`src/rtl/onchip_mem_stream_loader.sv`:
```
// onchip_mem_stream_loader
//   Writes a stream of words into the on-chip RAM at consecutive addresses,
//   starting at a programmed base. It then reads the same region back and
//   compares the modulo-2^32 sum of the read words with the sum of the written
//   words.
//
// Ports
//   clk, reset_n        : clock (rising edge) and asynchronous active-low reset
//   start               : load request, sampled only while idle
//   base_addr           : first RAM word address, sampled with start
//   word_count          : number of words to load, sampled with start
//   sink_data           : Avalon-ST sink data
//   sink_valid          : Avalon-ST sink valid
//   sink_ready          : Avalon-ST sink ready
//   mem_address         : RAM word address
//   mem_byteenable      : RAM byte enables (always all lanes)
//   mem_chipselect      : RAM access this cycle
//   mem_write           : write strobe, qualified by mem_chipselect
//   mem_writedata       : RAM write data
//   mem_clken           : RAM clock enable
//   mem_readdata        : RAM read data, valid the cycle after the address
//   busy                : loader not idle
//   done                : one-cycle completion pulse
//   error               : sticky error flag, cleared by the next accepted start
//   err_code            : 0 none, 1 range, 2 verify mismatch
//   checksum            : sum of written words, held until the next start
module onchip_mem_stream_loader #(
  parameter int ADDR_W = 13,
  parameter int DATA_W = 32,
  parameter int DEPTH  = 7741
) (
  input  logic              clk,
  input  logic              reset_n,
  input  logic              start,
  input  logic [ADDR_W-1:0] base_addr,
  input  logic [ADDR_W-1:0] word_count,
  input  logic [DATA_W-1:0] sink_data,
  input  logic              sink_valid,
  output logic              sink_ready,
  output logic [ADDR_W-1:0] mem_address,
  output logic [3:0]        mem_byteenable,
  output logic              mem_chipselect,
  output logic              mem_write,
  output logic [DATA_W-1:0] mem_writedata,
  output logic              mem_clken,
  input  logic [DATA_W-1:0] mem_readdata,
  output logic              busy,
  output logic              done,
  output logic              error,
  output logic [1:0]        err_code,
  output logic [DATA_W-1:0] checksum
);

  typedef enum logic [2:0] {
    S_IDLE, S_FILL, S_VERIFY, S_CHECK, S_FAIL, S_DONE
  } state_t;

  localparam logic [ADDR_W:0] DEPTH_L = (ADDR_W+1)'(DEPTH);

  state_t              state_q, state_d;
  logic [ADDR_W-1:0]   base_q, base_d;
  logic [ADDR_W-1:0]   count_q, count_d;
  logic [ADDR_W-1:0]   idx_q, idx_d;     // beats accepted
  logic [ADDR_W-1:0]   ridx_q, ridx_d;   // read addresses issued
  logic [ADDR_W-1:0]   cap_q, cap_d;     // read words captured
  logic                rd_pipe_q, rd_pipe_d;
  logic [DATA_W-1:0]   vsum_q, vsum_d;
  logic [DATA_W-1:0]   checksum_q, checksum_d;
  logic                sink_ready_q, sink_ready_d;
  logic                cs_q, cs_d;
  logic                we_q, we_d;
  logic [ADDR_W-1:0]   addr_q, addr_d;
  logic [DATA_W-1:0]   wdata_q, wdata_d;
  logic                busy_q, busy_d;
  logic                done_q, done_d;
  logic                error_q, error_d;
  logic [1:0]          err_code_q, err_code_d;

  // End of the requested span, one bit wider so it cannot wrap.
  logic [ADDR_W:0]     span_end;
  assign span_end = {1'b0, base_addr} + {1'b0, word_count};

  always_comb begin
    state_d      = state_q;
    base_d       = base_q;
    count_d      = count_q;
    idx_d        = idx_q;
    ridx_d       = ridx_q;
    cap_d        = cap_q;
    vsum_d       = vsum_q;
    checksum_d   = checksum_q;
    sink_ready_d = sink_ready_q;
    cs_d         = 1'b0;
    we_d         = 1'b0;
    addr_d       = addr_q;
    wdata_d      = wdata_q;
    done_d       = 1'b0;
    error_d      = error_q;
    err_code_d   = err_code_q;
    // A read address on the bus this cycle means read data arrives next cycle.
    rd_pipe_d    = cs_q & ~we_q;

    case (state_q)
      S_IDLE: begin
        if (start) begin
          base_d     = base_addr;
          count_d    = word_count;
          idx_d      = '0;
          error_d    = 1'b0;
          err_code_d = 2'd0;
          checksum_d = '0;
          if (word_count == '0 || span_end > DEPTH_L) begin
            state_d    = S_FAIL;
            err_code_d = 2'd1;
          end else begin
            state_d      = S_FILL;
            sink_ready_d = 1'b1;
          end
        end
      end

      S_FILL: begin
        if (idx_q == count_q) begin
          // Last write is on the bus now; the first read follows directly.
          state_d = S_VERIFY;
          cs_d    = 1'b1;
          addr_d  = base_q;
          ridx_d  = ADDR_W'(1);
          cap_d   = '0;
          vsum_d  = '0;
        end else if (sink_valid && sink_ready_q) begin
          cs_d         = 1'b1;
          we_d         = 1'b1;
          addr_d       = base_q + idx_q;
          wdata_d      = sink_data;
          checksum_d   = checksum_q + sink_data;
          idx_d        = idx_q + 1'b1;
          sink_ready_d = (idx_q + 1'b1) < count_q;
        end
      end

      S_VERIFY: begin
        if (ridx_q < count_q) begin
          cs_d   = 1'b1;
          addr_d = base_q + ridx_q;
          ridx_d = ridx_q + 1'b1;
        end
        if (rd_pipe_q) begin
          vsum_d = vsum_q + mem_readdata;
          cap_d  = cap_q + 1'b1;
          if (cap_q == count_q - 1'b1) begin
            state_d = S_CHECK;
          end
        end
      end

      S_CHECK: begin
        if (vsum_q != checksum_q) begin
          err_code_d = 2'd2;
          error_d    = 1'b1;
        end
        state_d = S_DONE;
        done_d  = 1'b1;
      end

      S_FAIL: begin
        error_d = 1'b1;
        state_d = S_DONE;
        done_d  = 1'b1;
      end

      S_DONE: begin
        state_d = S_IDLE;
      end

      default: begin
        state_d = S_IDLE;
      end
    endcase

    busy_d = (state_d != S_IDLE);
  end

  always_ff @(posedge clk or negedge reset_n) begin
    if (!reset_n) begin
      state_q      <= S_IDLE;
      base_q       <= '0;
      count_q      <= '0;
      idx_q        <= '0;
      ridx_q       <= '0;
      cap_q        <= '0;
      rd_pipe_q    <= 1'b0;
      vsum_q       <= '0;
      checksum_q   <= '0;
      sink_ready_q <= 1'b0;
      cs_q         <= 1'b0;
      we_q         <= 1'b0;
      addr_q       <= '0;
      wdata_q      <= '0;
      busy_q       <= 1'b0;
      done_q       <= 1'b0;
      error_q      <= 1'b0;
      err_code_q   <= 2'd0;
    end else begin
      state_q      <= state_d;
      base_q       <= base_d;
      count_q      <= count_d;
      idx_q        <= idx_d;
      ridx_q       <= ridx_d;
      cap_q        <= cap_d;
      rd_pipe_q    <= rd_pipe_d;
      vsum_q       <= vsum_d;
      checksum_q   <= checksum_d;
      sink_ready_q <= sink_ready_d;
      cs_q         <= cs_d;
      we_q         <= we_d;
      addr_q       <= addr_d;
      wdata_q      <= wdata_d;
      busy_q       <= busy_d;
      done_q       <= done_d;
      error_q      <= error_d;
      err_code_q   <= err_code_d;
    end
  end

  assign sink_ready     = sink_ready_q;
  assign mem_address    = addr_q;
  assign mem_byteenable = 4'hF;
  assign mem_chipselect = cs_q;
  assign mem_write      = we_q;
  assign mem_writedata  = wdata_q;
  // RAM clock runs whenever the loader is out of reset.
  assign mem_clken      = reset_n;
  assign busy           = busy_q;
  assign done           = done_q;
  assign error          = error_q;
  assign err_code       = err_code_q;
  assign checksum       = checksum_q;

endmodule

```
`config.mk`:
```
export PLATFORM = sky130hd
export DESIGN_NAME = onchip_mem_stream_loader
export DESIGN_NICKNAME = d
export VERILOG_FILES = /design/src/rtl/onchip_mem_stream_loader.sv
export SDC_FILE = /design/constraint.sdc
export NUM_CORES = 1
export LEC_CHECK = 0
export ABC_AREA = 0
export CAP_MARGIN = 20
export CORE_MARGIN = 2
export CORE_UTILIZATION = 25
export DETAILED_ROUTE_END_ITERATION = 7
export GPL_ROUTABILITY_DRIVEN = 0
export PLACE_DENSITY_LB_ADDON = 0.25
export SYNTH_ARGS = -nofsm -noshare
export SYNTH_HDL_FRONTEND = slang
export SYNTH_SLANG_ARGS = --single-unit
```
`constraint.sdc`:
```
create_clock -name clk -period 4.5 [get_ports clk]
set_input_delay 0.675 -clock clk [delete_from_list [all_inputs] [get_ports clk]]
set_output_delay 0.675 -clock clk [all_outputs]
set_load 0.01 [all_outputs]
```
# After elaboration in Yosys (flattened, before gate mapping)

Index checks and enable logic that the tools add are counted.

Shift-type cells: 0
Divide/modulo/power cells: 0
Equality and inequality tests: 16
Muxes and demuxes: 46
Add/sub/neg operators: 9
Magnitude comparators: 3
Reductions and logical operators: 19
Multipliers: 0
Bitwise gates (word level): 3

Operator list:

| kind                    | count |
|---|---|
| $mux W32                | 5 |
| $mux W13                | 10 |
| $pmux W32 S2            | 2 |
| $pmux W13 S2            | 4 |
| $add A32 B32 Y32        | 2 |
| $add A13 B1 Y13 const B | 3 |
| $ne A32 B32 Y1          | 1 |
| $add A13 B13 Y13        | 2 |
| $eq A13 B13 Y1          | 2 |
| $lt A13 B13 Y1          | 2 |
| $reduce_and A3 Y1       | 6 |
| $ne A2 B2 Y1 const B    | 8 |
| $mux W3                 | 5 |
| $add A13 B13 Y14        | 1 |
| $gt A14 B13 Y1 const B  | 1 |
| $logic_not A13 Y1       | 1 |
| $mux W1                 | 13 |
| $sub A13 B1 Y13 const B | 1 |
| $pmux W3 S4             | 1 |
| $eq A3 B2 Y1 const B    | 2 |
| $reduce_bool A2 Y1      | 3 |
| $reduce_bool A3 Y1      | 2 |
| $reduce_and A5 Y1       | 1 |
| $mux W2                 | 2 |
| other kinds (14)        | 16 |

Memories: 0
Register bits after elaboration: 186
ROM bits: 0
Bits in writable memories: 0
Input port bits: 94
Output and inout bits: 90
Latch bits: 0
Word-level logic and storage cells: 114

# Longest topological paths before layout

Gate-level depths: netlist (run 1).

Depth in word-level cells: 7
Depth in mapped cells: 14
Depth with buffers taken out: 12

# Least setup slack after synthesis (run 1)

Ideal clock, no wire load.

Kind: input to register
Start: input sink_data[0]
End: register checksum_q[30], in the netlist checksum[30]
Data required time: 4.379 ns
Data arrival time: 3.358 ns
Stages: 11
Path slack: 1.021 ns
Buffers on the path: 0
Setup time: 0.121 ns
Cells stage by stage: ha_1 fa_1 a211oi_2 o21ai_1 a2111oi_4 o31ai_2 a221o_2 a311o_1 a31o_1 xor2_1 a22o_1

Cells in the longest elaborated chain, start to end: 4

RTL lines:

| element              | line | source |
|---|---|---|
| from (decl)          | 37   | `input logic [DATA_W-1:0] sink_data,` |
| $add A32 B32 Y32     | 136  | `checksum_d = checksum_q + sink_data;` |
| $mux W32             | 131  | `end else if (sink_valid && sink_ready_q) begin` |
| $mux W32             | 123  | `if (idx_q == count_q) begin` |
| $pmux W32 S2         | 103  | `case (state_q)` |
| to (signal assigned) | 213  | `checksum_q <= checksum_d;` |
| to (decl)            | 68   | `logic [DATA_W-1:0] checksum_q, checksum_d;` |

Every way passes these cells. The select of a mux whose other input is x is not followed.
A chain may end at the register's enable or synchronous reset.

# Worst setup path after layout (run 1)

Ends and elaborated chain as after synthesis.

==> results of run 1 <==
## worst max-delay path: stages
cell	delay, ns
clkdlybuf4s50_1	0.43
ha_1	0.25
fa_1	0.45
a211oi_2	0.25
o21ai_1	0.16
a2111oi_4	0.44
o31ai_2	0.18
a221o_2	0.44
a311o_1	0.29
a31o_1	0.22
xor2_1	0.14
a22o_1	0.17
## metal layers
layer,up-vias,share of wire (%),track usage (%)
met2,295,46,26.9
met1,5922,45,20.7
li1,6126,-,-
met4,4,2.6,5.91
met3,55,6.5,5.08
met5,-,0.043,0
## registers in the layout (all words and copies together) (netlist names)
register / flops
err_code: 2
cap_q: 13
idx_q: 13
sink_ready: 1
mem_writedata: 32
state_q: 3
error: 1
vsum_q: 32
ridx_q: 13
done: 1
count_q: 13
base_q: 13
rd_pipe_q: 1
mem_chipselect: 1
checksum: 32
mem_write: 1
mem_address: 13
busy: 1
## worst max-delay path by stage
stage	startpoint	end	slack [ns]	cells past startpoint
finish	sink_data[0]	checksum[30]$_DFFE_PN0P_	0.80	12
global route	sink_data[0]	checksum[30]$_DFFE_PN0P_	0.67	12
CTS	sink_data[0]	checksum[30]$_DFFE_PN0P_	0.84	12
detailed placement	sink_data[0]	checksum[30]$_DFFE_PN0P_	0.32	12
global placement	sink_data[0]	checksum[30]$_DFFE_PN0P_	0.32	12
floorplan	sink_data[0]	checksum[30]$_DFFE_PN0P_	1.02	11
## cell families (layout without fill, tap and decap cells)
logic type	count (synthesis)	after routing	synth area share, %
fa+ha+maj	133	133	12.2
simple gates	601	601	20.0
other cells	1	4	0.0270
xor+xnor	156	156	9.83
flops	186	186	33.5
mux	23	23	1.75
compound gates	417	417	19.2
buf+inv	117	272	3.46
## power by group
part / total [mW] / internal [mW] / switching, mW
Sequential: 3.15 / 2.28 / 0.863
Combinational: 5.40 / 2.51 / 2.90
Clock: 1.76 / 1.01 / 0.757
## area by class of cell
| class | instances | area [µm²] |
|---|---|---|
| repair buffers | 193 | 1910 |
| fillers | 5923 | 38000 |
| multi-input cells | 1334 | 8790 |
| clock buffers | 18 | 439 |
| inverters | 49 | 184 |
| flip-flops and latches | 186 | 4650 |
| well taps | 748 | 936 |
| clock inverters | 12 | 214 |
## layout by cell type, fill, tap and decap left out, drive strengths merged, types with 16 or more instances in the layout
cell type / n
nand2: 256
dfrtp: 186
clkdlybuf4s50: 178
o21ai: 138
ha: 128
xor2: 104
a21oi: 102
nor2: 98
nand3: 74
inv: 53
xnor2: 52
nor3: 34
a21o: 30
and3: 25
nand2b: 20
clkbuf: 19
o21a: 18
a211oi: 17
nor4: 16
or3: 16
==> flow_summary.json, run 1 <==
{
  "clockRootBuffer": "clkbuf_16",
  "synth_top_area_share_pct": 33.5,
  "vias": 12400,
  "yosysWarnings": 0,
  "fin_worst_skew_ns": 0.0287,
  "critPathKind": "in2reg",
  "grt_setup_unrepaired": "false",
  "start_util_pct": 25.2,
  "period_needed_ns": 3.70,
  "preCtsSetupSlack_ns": 0.316,
  "yosysTopAreaCell": "dfrtp_1",
  "ctsHoldBuffers": 0,
  "finalPower_mw": 10.3,
  "cp.arrival_ns": 4.09,
  "async_flop_share_pct": 100,
  "detail-route-antenna-nets": 0,
  "vias_per_cell": 4.88,
  "avgSynthCellArea_um2": 8.51,
  "dr.pass1.iters": 6,
  "worstMarginPinSlew_ns": 0.892,
  "holdWs_ns": 0.0910,
  "drt-total-wl_mm": 46.4,
  "p_per_area_nw_per_um2": 602,
  "finalSetupViolations": 0,
  "first_global_vias": 12400,
  "ys_seq_area_share_pct": 33.5,
  "grt_max_degree": 146,
  "p_leak_nw": 7.66,
  "post_cts_buffers": 0,
  "yosysMostFrequentCell": "nand2_1",
  "crit_required_ns": 4.89,
  "synth_cells": 1634,
  "hold_violations": 0,
  "drive_gt1_share_pct": 4.46,
  "cts_sinks": 186,
  "critPathMaxFanout": 5,
  "cp-end-kind": "flip-flop",
  "cts_buffers": 17,
  "reg2reg_slack_ns": 0.98,
  "cts_tree": "yes",
  "synth_top_flop_cell": "dfrtp_1",
  "finalSetupTns_ns": 0,
  "area_growth_pct": 23.2,
  "grt_antenna_before_repair": 2,
  "drtIter0Drc": 770,
  "die_h_um": 240,
  "synth_seq_cells": 186,
  "cts.path.max_buffers": 2,
  "r2r-start": "checksum[0]$_DFFE_PN0P_",
  "hold_path_class": "in2async",
  "die_w_um": 240,
  "peakVddDrop_mv": 0.310,
  "synth_area_leaders": "dfrtp_1 (33%), ha_1 (12%), nand2_1 (6.9%)",
  "fin_area_um2": 17100,
  "grt_overflow": 0,
  "drcViolationCount": 0,
  "core-area_um2": 55100,
  "drv_cap": 0,
  "diodes": 0,
  "yosysUniqueCellTypes": 82,
  "outcome": "finished, final reports clean",
  "io_buffers": 179,
  "synth_commonest_cells": "nand2_1 (256), dfrtp_1 (186), o21ai_0 (136), ha_1 (128), xor2_1 (104)",
  "htree_num_levels": 4,
  "reg2reg_to": "checksum[30]$_DFFE_PN0P_",
  "fp-row-count": 86,
  "synth_area_um2": 13900,
  "cts_resized": 0,
  "crit_path_start_kind": "input port",
  "slew_headroom_pct": 40.5,
  "synth_edf_count": 0,
  "wire_per_inst_um": 18.3,
  "setup_slack_ns": 0.804,
  "clk_latency_ns": 0.50,
  "final_util_pct": 31.1,
  "stdcell_count": 2540,
  "clk_pin_slew_ns": 0.08,
  "rr_worst_depth": 11,
  "postPlaceCellArea_um2": 16500,
  "dp.cells": 2510,
  "layout.nets": 2008,
  "ios": 184,
  "slew_violations": 0,
  "clock.fmax_mhz": 271,
  "dpl.hpwl_mm": 35.8,
  "grt_pass1_wl_mm": 72.3,
  "fin_crit_sh_pct": 82.1,
  "track_usage_pct": 16.6,
  "die_area_um2": 57500
}
Note: power is estimated with default switching activity, not from simulation.
==> inputs of run 2 (changes only) <==
Clock period 4.5 ns to 3.8 ns, I/O delays scaled along.
==> run 2 against run 1 <==
Combinational power rose by 20%. Sequential share of layout area about the same. Final area increased by 0.16%. Routed wire length increased by 0.27%. Cell count grew 0.47%. Sequential cell count is the same. Clock power rose by 8%. Global-route usage is 0.27 points lower. Die area did not move. Critical endpoint unchanged. Largest power group unchanged. Highest routed layer unchanged.
==> flow_summary.json, run 2 (synthesis results as in run 1) <==
{
  "cp-end-kind": "flip-flop",
  "cts.path.max_buffers": 2,
  "post_cts_buffers": 0,
  "crit_family": "compound AO/OA/AOI/OAI gates",
  "critPathMaxFanout": 5,
  "cts_sinks": 186,
  "first_global_vias": 12300,
  "clk_latency_ns": 0.46,
  "diodes": 0,
  "io_buffers": 179,
  "cpMaxStageDelayCell": "a221o_2",
  "grt_max_degree": 95,
  "grt_overflow": 0,
  "p_per_area_nw_per_um2": 705,
  "die_area_um2": 57500,
  "critical_path_buf_inv_count": 1,
  "crit_path_start_kind": "input port",
  "finalPower_mw": 12.1,
  "crit_chain": "clkdlybuf4s50_1, ha_1, fa_1, a211oi_2, o21ai_1, a2111oi_4, o31ai_2, a221o_2, a311o_1, a31o_1, xor2_1, a22o_1",
  "peakVddDrop_mv": 0.354,
  "cts_resized": 0,
  "crit_required_ns": 4.15,
  "final_common_cell": "nand2_1",
  "drtIter0Drc": 681,
  "fin_worst_skew_ns": 0.0121,
  "slew_headroom_pct": 45.7,
  "outcome": "finished, final reports clean",
  "detail-route-antenna-nets": 0,
  "fin_crit_sh_pct": 93.9,
  "ios": 184,
  "drv_cap": 0,
  "hold_path_class": "in2async",
  "critPathKind": "in2reg",
  "wire_per_inst_um": 18.2,
  "dr.pass1.iters": 5,
  "fp-row-count": 86,
  "core-area_um2": 55100,
  "grt_pass1_wl_mm": 71.5,
  "clockRootBuffer": "clkbuf_16",
  "cp.arrival_ns": 3.92,
  "slowest_delay_ns": 0.44,
  "die_h_um": 240,
  "die_w_um": 240,
  "vias_per_cell": 4.86,
  "cts_tree": "yes",
  "layout.nets": 2020,
  "hold_violations": 0,
  "area_growth_pct": 23.4,
  "slew_violations": 0,
  "final_cell_mix": "nand2_1 (255), dfrtp_1 (186), clkdlybuf4s50_1 (178), o21ai_0 (136), ha_1 (128)",
  "grt_setup_unrepaired": "false",
  "p_leak_nw": 7.68,
  "finalSetupViolations": 0,
  "drt-total-wl_mm": 46.5,
  "track_usage_pct": 16.3,
  "worstMarginPinSlew_ns": 0.811,
  "start_util_pct": 25.2,
  "vias": 12400,
  "clk_pin_slew_ns": 0.07,
  "nFillCells": 5834,
  "period_needed_ns": 3.57,
  "postPlaceCellArea_um2": 16600,
  "drive_gt1_share_pct": 4.99,
  "cts_buffers": 17,
  "multi_input_area_um2": 8790,
  "grt_antenna_before_repair": 2,
  "clock.fmax_mhz": 280,
  "ctsHoldBuffers": 0,
  "drcViolationCount": 0,
  "seq_area_um2": 4650,
  "dpl.hpwl_mm": 36.1,
  "htree_num_levels": 4,
  "fin_area_um2": 17200
}
run 2: changes by cell type in the layout (fill, tap and decap cells not counted):
cell and change:
inv_8 -1, buf_4 +12, inv_6 -1, clkinvlp_4 +3
clkinv_2 +1, clkbuf_1 +2, clkinv_4 -2, bufinv_16 -2
run 2: stage by stage:
step / hold slack (ns) / utilization (%) / setup TNS [ns] / setup slack, ns / instances
floorplan: 0.274 / - / 0 / 0.426 / 1637
global placement: 0.460 / 30.1 / -0.345 / -0.208 / 2522
detailed placement: 0.464 / 30.1 / -0.428 / -0.248 / 2522
CTS: 0.0329 / 31.1 / 0 / 0.249 / 2552
global route: 0.0426 / 31.1 / 0 / 0.136 / 2552
finish: 0.0412 / 31.1 / 0 / 0.232 / 2552
run 2: cell type report:
type | instances | area share (%)
Clock buffer | 20 | 2.60
Clock inverter | 10 | 0.839
Inverter | 49 | 1.07
Multi-Input combinational cell | 1334 | 51.2
Sequential cell | 186 | 27.1
Tap cell | 748 | 5.46
Timing Repair Buffer | 205 | 11.7
run 2: per-layer routing:
| metal | vias up | track usage (%) | part of all wire [%] |
|---|---|---|---|
| li1 | 6158 | - | - |
| met1 | 5936 | 21.1 | 46 |
| met2 | 267 | 26.5 | 46 |
| met3 | 43 | 4.58 | 6.1 |
| met4 | 4 | 4.44 | 2.1 |
| met5 | - | 0 | 0.037 |
run 2: worst paths after layout:
path                                                     from                             to  slack (ns)  cells after the start
worst max-delay path                             sink_data[0]       checksum[30]$_DFFE_PN0P_        0.23                     12
worst min-delay path                                  reset_n                 done$_DFF_PN0_        0.04                      1
worst max register to register        checksum[0]$_DFFE_PN0P_       checksum[30]$_DFFE_PN0P_        0.33                     11
worst min register to register  mem_writedata[21]$_DFFE_PN0P_  mem_writedata[21]$_DFFE_PN0P_        0.48                      2
max in group asynchronous                             reset_n        checksum[8]$_DFFE_PN0P_        2.61                      2
min in group clk                mem_writedata[21]$_DFFE_PN0P_  mem_writedata[21]$_DFFE_PN0P_        0.48                      2
run 2: power by group:
group	switching (mW)	internal [mW]	leakage, nW
Sequential	1.01	2.70	2.28
Clock	0.845	1.05	0.279
Combinational	3.49	3.00	5.12
==> inputs of run 3 (changes only) <==
Settings changed: SLEW_MARGIN set to 5.
==> results of run 3 <==
Same layout as run 2: the final DEF is identical, and so are final timing and power.
